### config.mk
export PLATFORM = sky130hd
export DESIGN_NAME = mem_stage_sram
export DESIGN_NICKNAME = d
export VERILOG_FILES = /design/src/rtl/mem_stage_sram_pkg.sv /design/src/rtl/mem_stage_sram.sv
export SDC_FILE = /design/constraint.sdc
export NUM_CORES = 1
export LEC_CHECK = 0
export CORE_AREA = 3 3 82 114
export CTS_CLUSTER_DIAMETER = 30
export CTS_CLUSTER_SIZE = 10
export DETAILED_ROUTE_END_ITERATION = 6
export DIE_AREA = 0 0 85 117
export PLACE_DENSITY = 0.79
export SETUP_SLACK_MARGIN = 0.1
export SLEW_MARGIN = 10
export SYNTH_ARGS = -nofsm -noshare
export SYNTH_HDL_FRONTEND = slang
export SYNTH_SLANG_ARGS = --single-unit
### constraint.sdc
create_clock -name clk -period 2.45 [get_ports clk]
set_input_delay 0.49 -clock clk [delete_from_list [all_inputs] [get_ports clk]]
set_output_delay 0.49 -clock clk [all_outputs]
set_load 0.01 [all_outputs]
### src/rtl/mem_stage_sram_pkg.sv
// Shared constants for the SRAM-backed memory stage: FSM state encodings
// and default parameter values.
package mem_stage_sram_pkg;

  localparam logic [2:0] ST_IDLE  = 3'd0;
  localparam logic [2:0] ST_RD_LO = 3'd1;
  localparam logic [2:0] ST_RD_HI = 3'd2;
  localparam logic [2:0] ST_WR_LO = 3'd3;
  localparam logic [2:0] ST_WR_HI = 3'd4;
  localparam logic [2:0] ST_DONE  = 3'd5;

  typedef enum logic [2:0] {
    IDLE  = ST_IDLE,
    RD_LO = ST_RD_LO,
    RD_HI = ST_RD_HI,
    WR_LO = ST_WR_LO,
    WR_HI = ST_WR_HI,
    DONE  = ST_DONE
  } state_e;

  localparam int DEF_BASE_ADDR = 1024;
  localparam int DEF_SRAM_WAIT = 3;
  localparam int DEF_ADDR_W    = 18;

endpackage

### src/rtl/mem_stage_sram.sv
// Memory stage: turns a 32-bit LDR/STR into two 16-bit SRAM transactions
// (low half first) and stalls the upstream pipeline via ready until the
// access reaches DONE. Non-memory instructions pass straight through.
module mem_stage_sram
  import mem_stage_sram_pkg::*;
#(
  parameter int SRAM_WAIT = DEF_SRAM_WAIT,
  parameter int BASE_ADDR = DEF_BASE_ADDR,
  parameter int ADDR_W    = DEF_ADDR_W
) (
  input  logic              clk,
  input  logic              rst,
  input  logic              wb_en_in,
  input  logic              mem_r_en_in,
  input  logic              mem_w_en_in,
  input  logic [31:0]       alu_res_in,
  input  logic [31:0]       val_rm_in,
  input  logic [3:0]        dest_in,
  output logic              wb_en_out,
  output logic              mem_r_en_out,
  output logic [31:0]       alu_res_out,
  output logic [3:0]        dest_out,
  output logic [31:0]       mem_res,
  output logic              ready,
  output logic [ADDR_W-1:0] sram_addr,
  output logic [15:0]       sram_dq_out,
  input  logic [15:0]       sram_dq_in,
  output logic              sram_dq_oe,
  output logic              sram_we_n
);

  localparam int CNT_W  = (SRAM_WAIT < 2) ? 1 : $clog2(SRAM_WAIT);
  localparam int WORD_W = ADDR_W - 1;
  localparam logic [CNT_W-1:0] CNT_LAST = CNT_W'(SRAM_WAIT - 1);

  state_e             state_q, state_d;
  logic [CNT_W-1:0]   cnt_q, cnt_d;
  logic [15:0]        lo_q, hi_q;
  logic [ADDR_W-1:0]  addr_q, addr_d;
  logic [15:0]        dq_q, dq_d;
  logic               oe_q, oe_d;
  logic               we_n_q, we_n_d;
  logic [WORD_W-1:0]  word_w;
  logic               last_w;

  // Word index relative to the SRAM window; wraps modulo 2^32, no range check.
  assign word_w = WORD_W'((alu_res_in - 32'(BASE_ADDR)) >> 2);
  assign last_w = (cnt_q == CNT_LAST);

  assign wb_en_out    = wb_en_in;
  assign mem_r_en_out = mem_r_en_in;
  assign alu_res_out  = alu_res_in;
  assign dest_out     = dest_in;
  assign mem_res      = {hi_q, lo_q};
  assign ready        = ~(mem_r_en_in | mem_w_en_in) | (state_q == DONE);

  assign sram_addr   = addr_q;
  assign sram_dq_out = dq_q;
  assign sram_dq_oe  = oe_q;
  assign sram_we_n   = we_n_q;

  // Next state, phase counter and the next value of the registered SRAM pins.
  always_comb begin
    state_d = state_q;
    cnt_d   = '0;
    addr_d  = '0;
    dq_d    = '0;
    oe_d    = 1'b0;
    we_n_d  = 1'b1;

    unique case (state_q)
      IDLE: begin
        // A read wins when both enables are raised.
        if (mem_r_en_in)      state_d = RD_LO;
        else if (mem_w_en_in) state_d = WR_LO;
      end
      RD_LO:   if (last_w) state_d = RD_HI;
      RD_HI:   if (last_w) state_d = DONE;
      WR_LO:   if (last_w) state_d = WR_HI;
      WR_HI:   if (last_w) state_d = DONE;
      DONE:    state_d = IDLE;
      default: state_d = IDLE;
    endcase

    // Counter restarts on every state entry and only runs inside a phase.
    if ((state_d == state_q) && (state_q != IDLE) && (state_q != DONE))
      cnt_d = cnt_q + 1'b1;

    // Pins are registered, so they are derived from the state being entered.
    unique case (state_d)
      RD_LO: addr_d = {word_w, 1'b0};
      RD_HI: addr_d = {word_w, 1'b1};
      WR_LO: begin
        addr_d = {word_w, 1'b0};
        dq_d   = val_rm_in[15:0];
        oe_d   = 1'b1;
        we_n_d = 1'b0;
      end
      WR_HI: begin
        addr_d = {word_w, 1'b1};
        dq_d   = val_rm_in[31:16];
        oe_d   = 1'b1;
        we_n_d = 1'b0;
      end
      default: ;
    endcase
  end

  // State, counter and SRAM pin registers.
  always_ff @(posedge clk) begin
    if (rst) begin
      state_q <= IDLE;
      cnt_q   <= '0;
      addr_q  <= '0;
      dq_q    <= '0;
      oe_q    <= 1'b0;
      we_n_q  <= 1'b1;
    end else begin
      state_q <= state_d;
      cnt_q   <= cnt_d;
      addr_q  <= addr_d;
      dq_q    <= dq_d;
      oe_q    <= oe_d;
      we_n_q  <= we_n_d;
    end
  end

  // Capture each read half on the final cycle of its phase; hold until the next read.
  always_ff @(posedge clk) begin
    if (rst) begin
      lo_q <= '0;
      hi_q <= '0;
    end else begin
      if ((state_q == RD_LO) && last_w) lo_q <= sram_dq_in;
      if ((state_q == RD_HI) && last_w) hi_q <= sram_dq_in;
    end
  end

endmodule

==> impl_metrics.tcl, run 1 <==
set metrics [dict create \
    pin_count 196 \
    via_per_inst 4.960 \
    hpwl_um 6182 \
    synth_most_common_cell "dfxtp_1" \
    clock_skew_ns 0.005395 \
    clock_latency_ns 0.33 \
    post_cts_buffers 0 \
    synthCells 329 \
    placed_area_um2 4352 \
    clockRootBuffer "clkbuf_16" \
    cts_made_buffers 9 \
    slew_viol_final 0 \
    path_cells "clkdlybuf4s50_1 -> o21ai_1 -> clkdlybuf4s50_1" \
    synthArstFlopShare_pct 0 \
    drt_first_pass_iters 4 \
    wl_per_cell_um 15.11 \
    path_clk_slew_ns 0.06 \
    max-vdd-ir-drop_mv 0.4322 \
    start_util_pct 35.94 \
    fin_setup_tns_ns 0 \
    synth.top_cells.by_count "dfxtp_1 (73), nand2_1 (68), buf_4 (38)" \
    gp_congestion 0.8488 \
    min_period_ns 2.224 \
    cts_tree "done" \
    p_int_mw 2.360 \
    drive_gt1_share_pct 9.663 \
    hold_viol 0 \
    crit_path_frequent_cell "clkdlybuf4s50_1" \
    drc_errors 0 \
    switching_power_uw 671.5 \
    vias 2713 \
    regToRegSetupSlack_ns 0.47 \
    critPathRequiredTime_ns 1.96 \
    slew_headroom_pct 52.67 \
    die_area_um2 9945 \
    hold-worst-slack_ns 0.4188 \
    wirelength_um 8267 \
    yosysTopAreaCell "dfxtp_1" \
    ys_seq_area_share_pct 48.73 \
    ant_nets 0 \
    grt_pass1_wl_um 12720 \
    clkPwrFrac_pct 45.9 \
    syn_area_per_cell_um2 9.116 \
    cts.repair.resized 0 \
    p_per_area_nw_per_um2 648.9 \
    critPathLaunchType "input pin" \
    rows 39 \
    synth_flop_cell "dfxtp_1" \
    synth_nets 420 \
    die_w_um 85 \
    core_um2 8344 \
    power_frac_seq_pct 41.2 \
    p_leak_nw 1.658 \
    yosys_warnings 0 \
    final_nets 531 \
    h-tree-depth 3 \
    ys_seq_elements 73 \
    cp_max_fo 6 \
    synth-edff-count 0 \
    grt_usage_pct 16.43 \
    share_comb_of_total_power_pct 12.8 \
    grt_max_degree 33 \
    worstSetupPathType "input pin to output port" \
    worst_pin_slew_ns 0.7059 \
    rsz0062_at_grt "false" \
    die_h_um 117 \
    grt_pass1_vias 2691 \
    synthesis.area_um2 2999 \
    drv_cap 0 \
    swShare_pct 22.15 \
    worstHoldPathType "register to register" \
    setup_violations 0 \
    crit_path_end_kind "output port" \
    clock_path_buffers 2 \
    outcome "finished, final reports clean" \
    drt_iter0_drc 91 \
    arrival_ns 1.73 \
    synth_top_cell_area_share_pct 48.73 \
    finalCritPeriodShare_pct 90.77 \
    portBuffers 155 \
    fmax_mhz 449.7 \
    final_area_um2 4672 \
    synthTopCellsByArea "dfxtp_1 (49%), buf_4 (9.5%), nand2_1 (8.5%)" \
    grt_overflow 0 \
    synth_cell_type_count 41 \
    areaGrowthSynthToFinish_pct 55.78 \
    antenna_cells 0 \
    crit_slowest_cell "clkdlybuf4s50_1" \
    cpPeakStageDelay_ns 0.56 \
    antenna_found_initial 0 \
    clock-sinks 73 \
    cts_hold_buf 0 \
]
==> worst max-delay path, delay by kind of cell <==
family                 cells  cell delay (ns)
AO/OA/AOI/OAI              1             0.18
buffers and inverters      2             1.07
==> cells by family (layout without fill, tap and decap cells) <==
family	after synthesis	after routing	synth area share (%)
AND/OR/NAND/NOR	110	110	18.73
AO/OA/AOI/OAI	73	73	16.60
flip-flops	73	73	48.73
buffers and inverters	67	183	13.93
XOR/XNOR	4	4	1.168
adder cells (fa/ha/maj)	2	2	0.8342
==> per-stage QoR <==
step / worst slack [ns] / utilization (%) / power (mW) / instances
2_1_floorplan: 0.5788 / - / 1.469 / 329
3_3_place_gp: 0.06630 / 52.15 / 1.662 / 531
3_5_place_dp: 0.008881 / 52.15 / 1.667 / 531
4_1_cts: 0.1888 / 55.99 / 3.074 / 547
5_1_grt: 0.1520 / 55.99 / 3.157 / 547
6_report: 0.2261 / 55.99 / 3.032 / 547
==> final cells by class <==
class	count	area, um^2
Sequential cell	73	1461
Fill cell	740	3672
Inverter	3	11.26
Clock buffer	9	225.2
Multi-Input combinational cell	189	1132
Timing Repair Buffer	164	1619
Tap cell	102	127.6
Clock inverter	7	95.09
==> metal layers <==
| layer | vias to the layer above | GRT usage [%] | share of wire, % |
|---|---|---|---|
| met5 | - | 0 | 0 |
| met4 | 0 | 9.187 | 3.5 |
| met3 | 37 | 6.373 | 11 |
| met2 | 155 | 27.85 | 47 |
| met1 | 1213 | 17.50 | 38 |
| li1 | 1308 | - | - |
==> state kept, by name (all words and copies together) (netlist names) <==
name         flops
hi_q            16
sram_addr       18
cnt_q            2
lo_q            16
sram_we_n        1
sram_dq_oe       1
state_q          3
sram_dq_out     16
==> final timing paths <==
check | startpoint | to | cells past startpoint
worst max register to register | cnt_q[0]$_SDFF_PP0_ | lo_q[10]$_SDFFE_PP0P_ | 5
worst min-delay path | cnt_q[0]$_SDFF_PP0_ | cnt_q[0]$_SDFF_PP0_ | 1
worst max-delay path | mem_r_en_in | ready | 3
worst min register to register | cnt_q[0]$_SDFF_PP0_ | cnt_q[0]$_SDFF_PP0_ | 1
==> power groups by stage <==
stage,logic (mW),registers [mW],clock network [mW]
final,0.389,1.25,1.39
after global routing,0.421,1.25,1.48
after CTS,0.393,1.25,1.43
after detailed placement,0.389,1.28,0
after global placement,0.386,1.28,0
after floorplan,0.181,1.29,0
==> placed cells by master, fill, tap and decap left out, types with 5 or more instances in the layout <==
cell type and count:
a211oi_1 7, dfxtp_1 73, clkdlybuf4s50_1 155, clkbuf_16 9, nand2_1 68, buf_4 9, a22o_2 10, or3_1 5
nor3b_1 9, a22o_1 6, nor3_1 5, a21oi_1 35
Note: power is estimated with default switching activity, not from simulation.
==> inputs of run 2 (changes only) <==
--- a/config.mk
+++ b/config.mk
@@ -5,11 +5,12 @@
 export SDC_FILE = /design/constraint.sdc
 export NUM_CORES = 1
 export LEC_CHECK = 0
-export CORE_AREA = 3 3 82 114
+export ABC_AREA = 1
+export CORE_AREA = 3 3 83 116
 export CTS_CLUSTER_DIAMETER = 30
 export CTS_CLUSTER_SIZE = 10
 export DETAILED_ROUTE_END_ITERATION = 6
-export DIE_AREA = 0 0 85 117
+export DIE_AREA = 0 0 86 119
 export PLACE_DENSITY = 0.79
 export SETUP_SLACK_MARGIN = 0.1
 export SLEW_MARGIN = 10
==> impl_metrics.tcl, run 2 <==
set metrics [dict create \
    ys_seq_area_share_pct 46.04 \
    clockRootBuffer "clkbuf_16" \
    synth_flop_cell "dfxtp_1" \
    synth_cell_type_count 26 \
    synth_most_common_cell "nor2_1" \
    cts_hold_buf 0 \
    die_area_um2 10230 \
    portBuffers 155 \
    drt_first_pass_iters 4 \
    cpPeakStageDelay_ns 0.56 \
    fin_setup_tns_ns 0 \
    grt_pass1_vias 3065 \
    synthArstFlopShare_pct 0 \
    vias 3067 \
    synth-edff-count 0 \
    postLayoutCoreUtil_pct 55.95 \
    final_common_cell "clkdlybuf4s50_1" \
    p_leak_nw 1.986 \
    rsz0062_at_grt "false" \
    regToRegSetupSlack_ns 0.53 \
    die_h_um 119 \
    clock_path_buffers 2 \
    grt_pass1_wl_um 14630 \
    endpoint "ready" \
    setup_violations 0 \
    pin_count 196 \
    synthTopCellsByArea "dfxtp_1 (46%), nor2_1 (9.8%), buf_4 (9.7%)" \
    synth_nets 497 \
    die_w_um 86 \
    rows 40 \
    synthesis.area_um2 3174 \
    via_per_inst 4.845 \
    power_frac_seq_pct 39.0 \
    core_um2 8658 \
    synthCells 406 \
    swShare_pct 24.07 \
    drt_iter0_drc 96 \
    r2r_cells 7 \
    yosys_warnings 0 \
    grt_max_degree 23 \
    switching_power_uw 776.7 \
    final_nets 614 \
    synth.top_cells.by_count "nor2_1 (83), dfxtp_1 (73), buf_4 (41), nand3_1 (41)" \
    antenna_cells 0 \
    wl_per_cell_um 14.48 \
    slew_viol_final 0 \
    hold-worst-slack_ns 0.4111 \
    ant_nets 0 \
    clock_skew_ns 0.004429 \
    share_comb_of_total_power_pct 16.5 \
    start_util_pct 36.66 \
    startpoint "mem_r_en_in" \
    drv_cap 0 \
    grt_usage_pct 17.87 \
    crit_path_end_kind "output port" \
    hpwl_um 6744 \
    path_clk_slew_ns 0.06 \
    cts.repair.resized 0 \
    yosysTopAreaCell "dfxtp_1" \
    crit_path_frequent_cell "clkdlybuf4s50_1" \
    ys_seq_elements 73 \
    worstHoldPathType "register to register" \
    finalCritPeriodShare_pct 90.54 \
    cts_made_buffers 9 \
    areaGrowthSynthToFinish_pct 52.62 \
    syn_area_per_cell_um2 7.818 \
    clkPwrFrac_pct 44.5 \
    synth_top_cell_area_share_pct 46.04 \
    slew_headroom_pct 54.63 \
    worstSetupPathType "input pin to output port" \
    p_int_mw 2.450 \
    cp_max_fo 2 \
    reg2reg_from "cnt_q[0]$_SDFF_PP0_" \
    drive_gt1_share_pct 8.902 \
    antenna_found_initial 0 \
    wirelength_um 9167 \
    hp-start "cnt_q[0]$_SDFF_PP0_" \
    min_period_ns 2.218 \
    fmax_mhz 450.8 \
    hold_viol 0 \
    worst_pin_slew_ns 0.6797 \
    arrival_ns 1.73 \
    critPathLaunchType "input pin" \
    drc_errors 0 \
    cts_tree "done" \
    h-tree-depth 3 \
    clock-sinks 73 \
    power_mw 3.227 \
    clock_latency_ns 0.33 \
    path_cells "clkdlybuf4s50_1 -> inv_1 -> nand2_1 -> o21ai_1 -> clkdlybuf4s50_1" \
    post_cts_buffers 0 \
    gp_congestion 0.8472 \
    max-vdd-ir-drop_mv 0.4351 \
    grt_overflow 0 \
    p_per_area_nw_per_um2 666.0 \
    largest_register_ffs 18 \
    critPathRequiredTime_ns 1.96 \
    crit_slowest_cell "clkdlybuf4s50_1" \
    layout_common_cells "clkdlybuf4s50_1 (155), nor2_1 (83), dfxtp_1 (73)" \
    outcome "finished, final reports clean" \
    worstReg2RegEnd "hi_q[9]$_SDFFE_PP0P_" \
]
## run 2: cell types whose count changed after synthesis, moves of 11 or more
| cell | before | now |
|---|---|---|
| nand2_1 | 68 | 38 |
| nand3_1 | 0 | 41 |
| inv_1 | 3 | 19 |
| o21ai_0 | 4 | 38 |
| nor2_1 | 2 | 83 |
| a21oi_1 | 35 | 24 |
## run 2: cell type report
class | count | area [um^2]
Timing Repair Buffer | 162 | 1604
Sequential cell | 73 | 1461
Clock buffer | 11 | 252.7
Fill cell | 789 | 3814
Tap cell | 105 | 131.4
Inverter | 23 | 87.58
Multi-Input combinational cell | 254 | 1230
Clock inverter | 5 | 77.57
## run 2: how the worst min path moves through the flow
stage / end / cells after the start / slack [ns]
detailed placement: cnt_q[0]$_SDFF_PP0_ / 1 / 0.41
CTS: cnt_q[0]$_SDFF_PP0_ / 1 / 0.42
global placement: cnt_q[0]$_SDFF_PP0_ / 1 / 0.40
finish: cnt_q[0]$_SDFF_PP0_ / 1 / 0.41
global route: cnt_q[0]$_SDFF_PP0_ / 1 / 0.45
floorplan: cnt_q[0]$_SDFF_PP0_ / 1 / 0.39
## run 2: power groups by stage
stage / combinational (mW) / clock [mW] / sequential, mW
6_report: 0.532 / 1.44 / 1.26
5_1_grt: 0.578 / 1.52 / 1.26
4_1_cts: 0.538 / 1.46 / 1.26
3_5_place_dp: 0.535 / 0 / 1.28
3_3_place_gp: 0.528 / 0 / 1.28
2_1_floorplan: 0.288 / 0 / 1.31
## run 2: critical path, delay by kind of cell
family	cells	cell delay, ns
simple gates	1	0.08
buf+inv	3	1.06
compound gates	1	0.09
## run 2: kinds of logic (layout without fill, tap and decap cells)
family / after synthesis / in the layout / synth area share [%]
adder cells (fa/ha/maj): 2 / 2 / 0.7882
XOR/XNOR: 4 / 4 / 1.104
flip-flops: 73 / 73 / 46.04
AO/OA/AOI/OAI: 74 / 74 / 13.09
buffers and inverters: 79 / 201 / 15.21
AND/OR/NAND/NOR: 174 / 174 / 23.77
## run 2: metrics by stage
step           cell area, um^2  setup slack, ns  std cells
2_1_floorplan             3174           0.9690        406
3_3_place_gp              4514           0.2188        617
3_5_place_dp              4514           0.2032        617
4_1_cts                   4845           0.1924        633
5_1_grt                   4845           0.1338        633
6_report                  4845           0.2318        633
## run 2: layer usage
metal / vias to the layer above / track usage [%] / share of wire, %
met2: 123 / 30.74 / 50
met1: 1411 / 19.87 / 40
met4: 0 / 7.921 / 2.5
met5: - / 0 / 0
met3: 25 / 5.467 / 7.2
li1: 1508 / - / -
==> inputs of run 3 (changes only) <==
--- a/config.mk
+++ b/config.mk
@@ -6,12 +6,14 @@
 export NUM_CORES = 1
 export LEC_CHECK = 0
 export ABC_AREA = 1
-export CORE_AREA = 3 3 83 116
+export CELL_PAD_IN_SITES_DETAIL_PLACEMENT = 2
+export CELL_PAD_IN_SITES_GLOBAL_PLACEMENT = 2
+export CORE_AREA = 3 3 114 159
 export CTS_CLUSTER_DIAMETER = 30
 export CTS_CLUSTER_SIZE = 10
 export DETAILED_ROUTE_END_ITERATION = 6
-export DIE_AREA = 0 0 86 119
-export PLACE_DENSITY = 0.79
+export DIE_AREA = 0 0 117 162
+export PLACE_DENSITY_LB_ADDON = 0.1
 export SETUP_SLACK_MARGIN = 0.1
 export SLEW_MARGIN = 10
 export SYNTH_ARGS = -nofsm -noshare
==> impl_metrics.tcl, run 3 (synthesized netlist as in run 2, its figures left out) <==
set metrics [dict create \
    rsz0062_at_grt "false" \
    final_nets 615 \
    worstHoldPathType "register to register" \
    via_per_inst 4.253 \
    start_util_pct 18.88 \
    drv_cap 0 \
    antenna_found_initial 1 \
    largest_register_ffs 18 \
    cpPeakStageDelay_ns 0.57 \
    vias 3113 \
    crit_slowest_cell "clkdlybuf4s50_1" \
    grt_max_degree 38 \
    swShare_pct 25.02 \
    slew_headroom_pct 75.55 \
    pin_count 196 \
    grt_pass1_vias 3559 \
    crit_buf_inv 2 \
    grt_overflow 0 \
    placed_cells 716 \
    slew_viol_final 0 \
    layout_common_cells "clkdlybuf4s50_1 (154), nor2_1 (83), dfxtp_1 (73)" \
    max-vdd-ir-drop_mv 0.1875 \
    antenna_cells 0 \
    fillers 1960 \
    drc_errors 0 \
    switching_power_uw 818.9 \
    h-tree-depth 3 \
    clock_skew_ns 0.007932 \
    path_clk_slew_ns 0.06 \
    clkPwrFrac_pct 44.8 \
    cp_max_fo 4 \
    critPathRequiredTime_ns 1.96 \
    worst_pin_slew_ns 0.3668 \
    outcome "finished, final reports clean" \
    crit_path_frequent_cell "clkdlybuf4s50_1" \
    critPathLaunchType "input pin" \
    die_w_um 117 \
    setup_violations 0 \
    areaGrowthSynthToFinish_pct 56.84 \
    clock-sinks 73 \
    hpwl_um 8941 \
    finalCritPeriodShare_pct 84.71 \
    critPathTopFamily "buffers and inverters" \
    ant_nets 0 \
    power_frac_seq_pct 38.5 \
    cts_made_buffers 9 \
    path_cells "clkdlybuf4s50_1 -> clkdlybuf4s50_1" \
    drive_gt1_share_pct 8.885 \
    grt_pass1_wl_um 18900 \
    clock_path_buffers 2 \
    gp_congestion 0.7318 \
    final_common_cell "clkdlybuf4s50_1" \
    portBuffers 155 \
    die_h_um 162 \
    rows 56 \
    arrival_ns 1.59 \
    drt_first_pass_iters 4 \
    clockRootBuffer "clkbuf_16" \
    hold_viol 0 \
    die_area_um2 18950 \
    final_cells 732 \
    fmax_mhz 481.8 \
    crit_path_end_kind "output port" \
    min_period_ns 2.075 \
    core_um2 16820 \
    p_int_mw 2.454 \
    fin_setup_tns_ns 0 \
    cts_tree "done" \
    clock_latency_ns 0.34 \
    worstSetupPathType "input pin to output port" \
    p_per_area_nw_per_um2 657.3 \
    drt_iter0_drc 92 \
    wirelength_um 11950 \
    share_comb_of_total_power_pct 16.7 \
    p_leak_nw 2.000 \
    wl_per_cell_um 16.32 \
    grt_usage_pct 12.89 \
]
-- run 3: power by group through the flow --
stage / clock network, mW / logic, mW / registers (mW)
finish: 1.47 / 0.546 / 1.26
CTS: 1.52 / 0.561 / 1.26
global placement: 0 / 0.553 / 1.29
global route: 1.58 / 0.605 / 1.27
floorplan: 0 / 0.288 / 1.31
detailed placement: 0 / 0.557 / 1.29
-- run 3: metal layers --
| layer | vias to the layer above | wire length, um | GRT usage (%) |
|---|---|---|---|
| met5 | - | 13 | 0 |
| li1 | 1509 | - | - |
| met4 | 2 | 184 | 4.903 |
| met2 | 107 | 6068 | 22.66 |
| met3 | 11 | 988 | 5.069 |
| met1 | 1484 | 4691 | 13.62 |
-- run 3: final timing paths --
kind | startpoint | end | slack, ns | depth (start not counted)
worst max-delay path | alu_res_in[17] | alu_res_out[17] | 0.37 | 2
worst min register to register | cnt_q[0]$_SDFF_PP0_ | cnt_q[0]$_SDFF_PP0_ | 0.42 | 1
worst max register to register | cnt_q[0]$_SDFF_PP0_ | sram_addr[5]$_SDFF_PP0_ | 0.58 | 10
worst min-delay path | cnt_q[0]$_SDFF_PP0_ | cnt_q[0]$_SDFF_PP0_ | 0.42 | 1
-- run 3: final cells by class --
class | instances | area (um^2) | area share, %
Sequential cell | 73 | 1461 | 29.35
Timing Repair Buffer | 163 | 1614 | 32.42
Tap cell | 203 | 254.0 | 5.102
Multi-Input combinational cell | 254 | 1230 | 24.70
Clock inverter | 4 | 75.07 | 1.508
Inverter | 23 | 87.58 | 1.759
Clock buffer | 12 | 256.5 | 5.152
-- run 3: what timing repair did --
item / in CTS / in global routing
hold buffers: 0 / 0
setup endpoints to repair: 0 / 1
resized for setup: 0 / 1
setup buffers: 0 / 0
-- run 3: stage by stage --
| step | worst slack, ns | area [um^2] | power [mW] | hold WS (ns) | util, % |
|---|---|---|---|---|---|
| after floorplan | 0.9690 | 3174 | 1.594 | 0.3911 | - |
| after global placement | 0.2901 | 4644 | 1.841 | 0.3988 | 27.62 |
| after CTS | 0.1605 | 4976 | 3.347 | 0.4179 | 29.59 |
| after detailed placement | 0.2528 | 4644 | 1.846 | 0.4091 | 27.62 |
| final | 0.3746 | 4979 | 3.272 | 0.4171 | 29.61 |
| after global routing | 0.3300 | 4979 | 3.452 | 0.4310 | 29.61 |
